$ cat src/rtl/parity_pkg.sv
// parity_pkg: frame FSM states and parity helpers shared by the parity transmitter.
package parity_pkg;

  typedef enum logic [2:0] {
    IDLE,
    START,
    DATA,
    PARITY,
    STOP
  } state_t;

  // Widest word even_par accepts; narrower words are zero-extended by the caller.
  localparam int PAR_MAX_W = 64;

  function automatic logic even_par(input logic [PAR_MAX_W-1:0] bits);
    return ^bits;
  endfunction

  function automatic int frame_bits(input int data_w);
    return data_w + 3;
  endfunction

endpackage

$ cat src/rtl/parity_baud_cnt.sv
// parity_baud_cnt: bit-period down-counter; tick is high while the count is zero.
module parity_baud_cnt #(
  parameter int BAUD_DIV = 4
) (
  input  logic clk,
  input  logic rst,
  input  logic load,
  output logic tick
);

  localparam int CW = (BAUD_DIV > 1) ? $clog2(BAUD_DIV) : 1;
  localparam logic [CW-1:0] RELOAD = CW'(BAUD_DIV - 1);

  logic [CW-1:0] count;

  always_ff @(posedge clk or posedge rst) begin
    if (rst) begin
      count <= '0;
    end else if (load) begin
      count <= RELOAD;
    end else if (count != '0) begin
      count <= count - CW'(1);
    end
  end

  assign tick = (count == '0);

endmodule

$ cat src/rtl/parity_serial_tx.sv
// parity_serial_tx: start / LSB-first data / even parity / stop frame transmitter.
// Define PARITY_TX_ERRINJ_EN to add the par_err_i parity error inject input.
module parity_serial_tx
  import parity_pkg::*;
#(
  parameter int DATA_W   = 8,
  parameter int BAUD_DIV = 4
) (
  input  logic              clk,
  input  logic              rst,
  input  logic [DATA_W-1:0] in_data,
  input  logic              in_valid,
  output logic              in_ready,
`ifdef PARITY_TX_ERRINJ_EN
  input  logic              par_err_i,
`endif
  output logic              tx_line,
  output logic              busy,
  output logic              done
);

  localparam int IW = (DATA_W > 1) ? $clog2(DATA_W) : 1;
  localparam logic [IW-1:0] LAST_IDX = IW'(DATA_W - 1);

  state_t            state;
  state_t            state_nxt;
  logic [DATA_W-1:0] shift;
  logic [DATA_W-1:0] shift_nxt;
  logic [IW-1:0]     bit_idx;
  logic              par;
  logic              par_in;
  logic              tick;
  logic              cnt_load;
  logic              accept;
  logic              last_bit;

  parity_baud_cnt #(.BAUD_DIV(BAUD_DIV)) u_baud (
    .clk (clk),
    .rst (rst),
    .load(cnt_load),
    .tick(tick)
  );

`ifdef PARITY_TX_ERRINJ_EN
  assign par_in = even_par(PAR_MAX_W'(in_data)) ^ par_err_i;
`else
  assign par_in = even_par(PAR_MAX_W'(in_data));
`endif

  assign shift_nxt = shift >> 1;
  assign last_bit  = (bit_idx == LAST_IDX);
  assign in_ready  = (state == IDLE);
  assign busy      = (state != IDLE);

  always_ff @(posedge clk or posedge rst) begin
    if (rst) state <= IDLE;
    else     state <= state_nxt;
  end

  always_comb begin
    state_nxt = state;
    cnt_load  = 1'b0;
    accept    = 1'b0;
    case (state)
      IDLE: begin
        if (in_valid) begin
          accept    = 1'b1;
          cnt_load  = 1'b1;
          state_nxt = START;
        end
      end
      START: begin
        if (tick) begin
          cnt_load  = 1'b1;
          state_nxt = DATA;
        end
      end
      DATA: begin
        if (tick) begin
          cnt_load = 1'b1;
          if (last_bit) state_nxt = PARITY;
        end
      end
      PARITY: begin
        if (tick) begin
          cnt_load  = 1'b1;
          state_nxt = STOP;
        end
      end
      STOP: begin
        if (tick) state_nxt = IDLE;
      end
      default: state_nxt = IDLE;
    endcase
  end

  // tx_line carries the level of the state being entered, so it moves with the state register.
  always_ff @(posedge clk or posedge rst) begin
    if (rst) begin
      shift   <= '0;
      bit_idx <= '0;
      par     <= 1'b0;
      tx_line <= 1'b1;
      done    <= 1'b0;
    end else begin
      done <= (state == STOP) && tick;
      case (state)
        IDLE: begin
          if (accept) begin
            shift   <= in_data;
            par     <= par_in;
            bit_idx <= '0;
            tx_line <= 1'b0;
          end
        end
        START: begin
          if (tick) tx_line <= shift[0];
        end
        DATA: begin
          if (tick) begin
            if (last_bit) begin
              tx_line <= par;
            end else begin
              shift   <= shift_nxt;
              bit_idx <= bit_idx + IW'(1);
              tx_line <= shift_nxt[0];
            end
          end
        end
        PARITY: begin
          if (tick) tx_line <= 1'b1;
        end
        default: ;
      endcase
    end
  end

endmodule

$ cat config.mk
export PLATFORM = sky130hd
export DESIGN_NAME = parity_serial_tx
export DESIGN_NICKNAME = d
export VERILOG_FILES = /design/src/rtl/parity_pkg.sv /design/src/rtl/parity_baud_cnt.sv /design/src/rtl/parity_serial_tx.sv
export SDC_FILE = /design/constraint.sdc
export NUM_CORES = 1
export LEC_CHECK = 0
export CAP_MARGIN = 20
export CELL_PAD_IN_SITES_DETAIL_PLACEMENT = 0
export CELL_PAD_IN_SITES_GLOBAL_PLACEMENT = 1
export CORE_UTILIZATION = 40
export CTS_CLUSTER_DIAMETER = 200
export CTS_CLUSTER_SIZE = 12
export DETAILED_ROUTE_END_ITERATION = 8
export PLACE_DENSITY = 0.74
export SYNTH_ARGS = -nofsm -noshare
export SYNTH_HDL_FRONTEND = slang
export SYNTH_SLANG_ARGS = --single-unit
$ cat constraint.sdc
create_clock -name clk -period 4 [get_ports clk]
set_input_delay 0.8 -clock clk [delete_from_list [all_inputs] [get_ports clk]]
set_output_delay 0.8 -clock clk [all_outputs]
set_load 0.03 [all_outputs]
# After elaboration in Yosys (flattened, before gate mapping)
# Index checks and enable logic that the tools add are counted.
# classes
n_addsub	2
n_eq_ne	13
mux	27
reduce_logical	14
# op_table
cell	count
$reduce_xor A64 Y1	1
$mux W3	9
$mux W8	3
$pmux W8 S2	1
$pmux W3 S5	1
$ne A2 B2 Y1 const B	7
$mux W1	8
$eq A3 B2 Y1 const B	2
$eq A3 B3 Y1 const B	2
$pmux W3 S2	1
$reduce_and A6 Y1	1
$reduce_bool A2 Y1	3
$reduce_and A5 Y1	1
$mux W2	2
$pmux W1 S4	1
$reduce_and A4 Y1	1
$reduce_bool A4 Y1	1
$add A3 B1 Y3 const B	1
$eq A3 B1 Y1 const B	1
$logic_not A3 Y1	1
$reduce_bool A3 Y1	1
$reduce_or A3 Y1	1
$logic_not A2 Y1	1
$ne A2 B1 Y1 const B	1
other kinds (4)	4
# word_totals
reg_bits	19
output_inout_bits	4
wordCells	63

# Depth between registers and ports, before layout
# depth
ltp_word	4
mapped_depth	7
ltp_nobuf	6

# Hierarchy
# From an unflattened synthesis, not the netlist that was laid out.
# unflattened
cells_unflattened	102
hier_area_um2	1039.7
# by_module_without_submodules
module	n_inst	cells_per_inst	area_per_inst_um2	seq_area_each_um2
parity_serial_tx	1	91	930.9	426.7
parity_baud_cnt	1	11	108.9	50.0

# Least setup slack after synthesis
# Ideal clock, no wire load.
# synth_path
kind	register to output
startpoint	register state[1]
endpoint	output port busy
arrival_time_ns	1.406
required_ns	3.200
path_slack_ns	1.794
stages_incl_launch_ff	4
path_cell_list	dfrtp_1 > clkbuf_8 > nor3_2 > inv_1
# synth_via
elab_chain_cells	1
# synth_lines
item	line_no	rtl
start, declared	parity_serial_tx.sv:25	state_t state;
start signal, assigned	parity_serial_tx.sv:57	else state <= state_nxt;
$reduce_bool A3 Y1	parity_serial_tx.sv:53	assign busy = (state != IDLE);
end, declared	parity_serial_tx.sv:18	output logic busy,
# Every way passes these cells.

# Final worst setup path
# layout_path
startpoint	register state[1]
endpoint	output port in_ready
# layout_via
elab_chain_cells	1
# layout_lines
item	line_no	rtl
$logic_not A3 Y1	parity_serial_tx.sv:52	assign in_ready = (state == IDLE);
end, declared	parity_serial_tx.sv:13	output logic in_ready,
# Every way passes these cells.

==> results.md <==
* Status: complete, no violations
* Final period util at 69.3%
* Fill cell count at 247
* Most common cell after layout, fill and taps aside: dfrtp_1
* Final WL at 1810 um
* Antenna violations before repair at 0
* Antenna-violating nets left at 0
* Crit. Startpoint: state[1]
* WL/cell at 12.7 um
* Worst Path Required at 3200 ps
* NumNets Final at 127
* CTS tree: yes
* Initial Util at 42.0%
* Worst-margin pin slew at 744 ps
* Clock root buffer: clkbuf_4
* PD cells at 675 nW/um^2
* Rows at 18
* Critical Path Fanout Max at 11
* Synthesized instance count at 99
* Commonest non-fill, non-tap cells in the layout: 18 x dfrtp_1, 15 x nand2_1, 14 x clkdlybuf4s50_1
* Die ar. at 2810 sq um
* Number of vias per cell at 4.90
* Post-synthesis mux area share at 11.3%
* CP Class: flop to primary output
* Routability congestion estimate from global placement at 0.718
* P&R area growth vs syn at 15.9%
* GR Overflow Total at 0
* Post-synth EDFFs at 0
* DP Wirelength at 1320 um
* MaxCap Viol Count at 0
* First-pass GRT wire length at 2900 um
* Post-Route Utilization at 48.7%
* Reg2Reg Launch Point: u_baud.count[0]
* Clk_skew at 0.638 ps
* # diodes at 0
* Unrepaired setup endpoints after global routing: no
* Final hold viol count at 0
* Share of flip-flops with an asynchronous set or reset at 100%
* Tmin final at 2770 ps
* Vias in the first global route at 679
* Endpoints failing setup at 0
* Setup Buffers After CTS at 0
* Syn avg cell area at 10.5 sq um
* Vias at 696
* Simple-gate area share of the yosys netlist at 15.5%
* Input/output buffers at 14
* Hold Path Origin: u_baud.count[1]
* Tot GR Track Use at 14.7%
* Fmax at 0.361 GHz
* Worst skew pair latency at 280 ps
* Crit path capture type: primary output
* Arrival time worst endpoint at 1970 ps
* PostCTS Resize Cnt at 0
* Syn_nets at 113
* Worst-path clk slew at 100 ps
* Max Transition Viols Final at 0
* Share of layout cells above drive strength 1 at 11.6%
* Synth cell types at 35
* Area share of xor/xnor cells in the synthesized design at 7.57%
* Rel. slew slack at 50.4%
* CTS buffer count at 3
* Synth Area in Compound Gates at 11.1%
* # DRC at 0
* H-tree lvl count at 1
* Clk buf depth at 2
* Cell Area, Synth at 1040 sq um
* Worst Hold Class: flop to flop
* Die height at 53.0 um
* Multi-input logic area at 510 sq um
* Flops & latches, synth at 19
* Sequential-to-total area share from yosys stat at 45.8%
* VDD IR max at 0.000327 V
* Largest family of logic cells by synthesized area: simple AND/OR/NAND/NOR gates
* Ys flop type: dfrtp_1
* Core area at 2480 sq um
* Hold_buf cts at 0
* Synth Warn # at 0
* Leak pwr at 0.567 nW
* CP Launch Type: flop
* Sum Neg Setup Slack at 0 ps
* FF+latch area at 477 sq um
* Reg2reg setup slack at 2020 ps
* Die outline width at 53.0 um
* Initial DRT Pass Iterations at 4
* I/O Pins at 15
* CTS sink count at 19
* Pin count of the biggest net entering global routing at 22
* Post-Synth Adder-Cell Area at 3.61%
* DR iter-0 viols at 4
[layout make-up]
class,instances,share of cell area (%)
Tap cell,30,3.11
Inverter,4,1.24
Timing Repair Buffer,14,11.6
Clock buffer,4,2.18
Multi-Input combinational cell,71,42.3
Sequential cell,19,39.5
[Yosys cell counts (2+ instances only)]
cell     instances  area, sq um
buf_2            2         10.0
buf_4            2         15.0
dfrtp_1         18          450
ha_1             3         37.5
inv_1            4         15.0
mux2i_1          8         80.1
nand2_1         15         56.3
nand3_1          2         10.0
nor2_1           2         7.51
nor2_2           2         12.5
o21ai_0          9         45.0
o22ai_1          2         12.5
xnor2_1          7         61.3
xor2_1           2         17.5
[per-layer routing]
| layer | vias up | routed length, um | GRT usage (%) |
|---|---|---|---|
| met1 | 316 | 872 | 18.0 |
| met4 | 0 | 17 | 10.1 |
| met5 | - | 0 | 0 |
| met3 | 2 | 60 | 3.16 |
| met2 | 13 | 856 | 22.8 |
| li1 | 365 | - | - |
[kinds of logic after synthesis]
| kind of cell | Yosys count |
|---|---|
| muxes | 10 |
| adders and majority gates | 3 |
| and+or+nand+nor | 30 |
| buffers and inverters | 9 |
| AOI/OAI and AO/OA | 19 |
| xor gates and xnor gates | 9 |
| DFF | 19 |
[final timing paths]
check | to | cells past startpoint
max | in_ready | 2
min | u_baud.count[1] | 2
max reg2reg | bit_idx[0] | 6
min reg2reg | u_baud.count[1] | 2
max in group asynchronous | shift[5] | 2
min in group asynchronous | u_baud.count[1] | 2
[critical path, cell delays in order (launching register included)]
cell and delay, ps:
dfrtp_1 560, nor3_2 390, clkdlybuf4s50_1 730
[stage by stage]
step | hold slack (ps) | worst slack (ps) | power (mW) | instances | cell area, sq um
floorplan | 438 | 1790 | 0.648 | 99 | 1040
global placement | 465 | 1470 | 0.718 | 138 | 1180
detailed placement | 462 | 1400 | 0.728 | 138 | 1180
CTS | 498 | 1220 | 0.826 | 142 | 1210
global route | 525 | 1120 | 0.882 | 142 | 1210
finish | 495 | 1230 | 0.814 | 142 | 1210
[power by group]
part           leakage [nW]  switching [mW]  internal [mW]
sequential            0.237          0.0786          0.273
combinational         0.315           0.197          0.172
clock                0.0150          0.0547         0.0387
[state kept, by name, summed over array words and instances, names as in the netlist]
signal	count
bit_idx	3
tx_line	1
state	3
done	1
u_baud.count	2
par	1
shift	8
(Power assumes the default switching activity.)
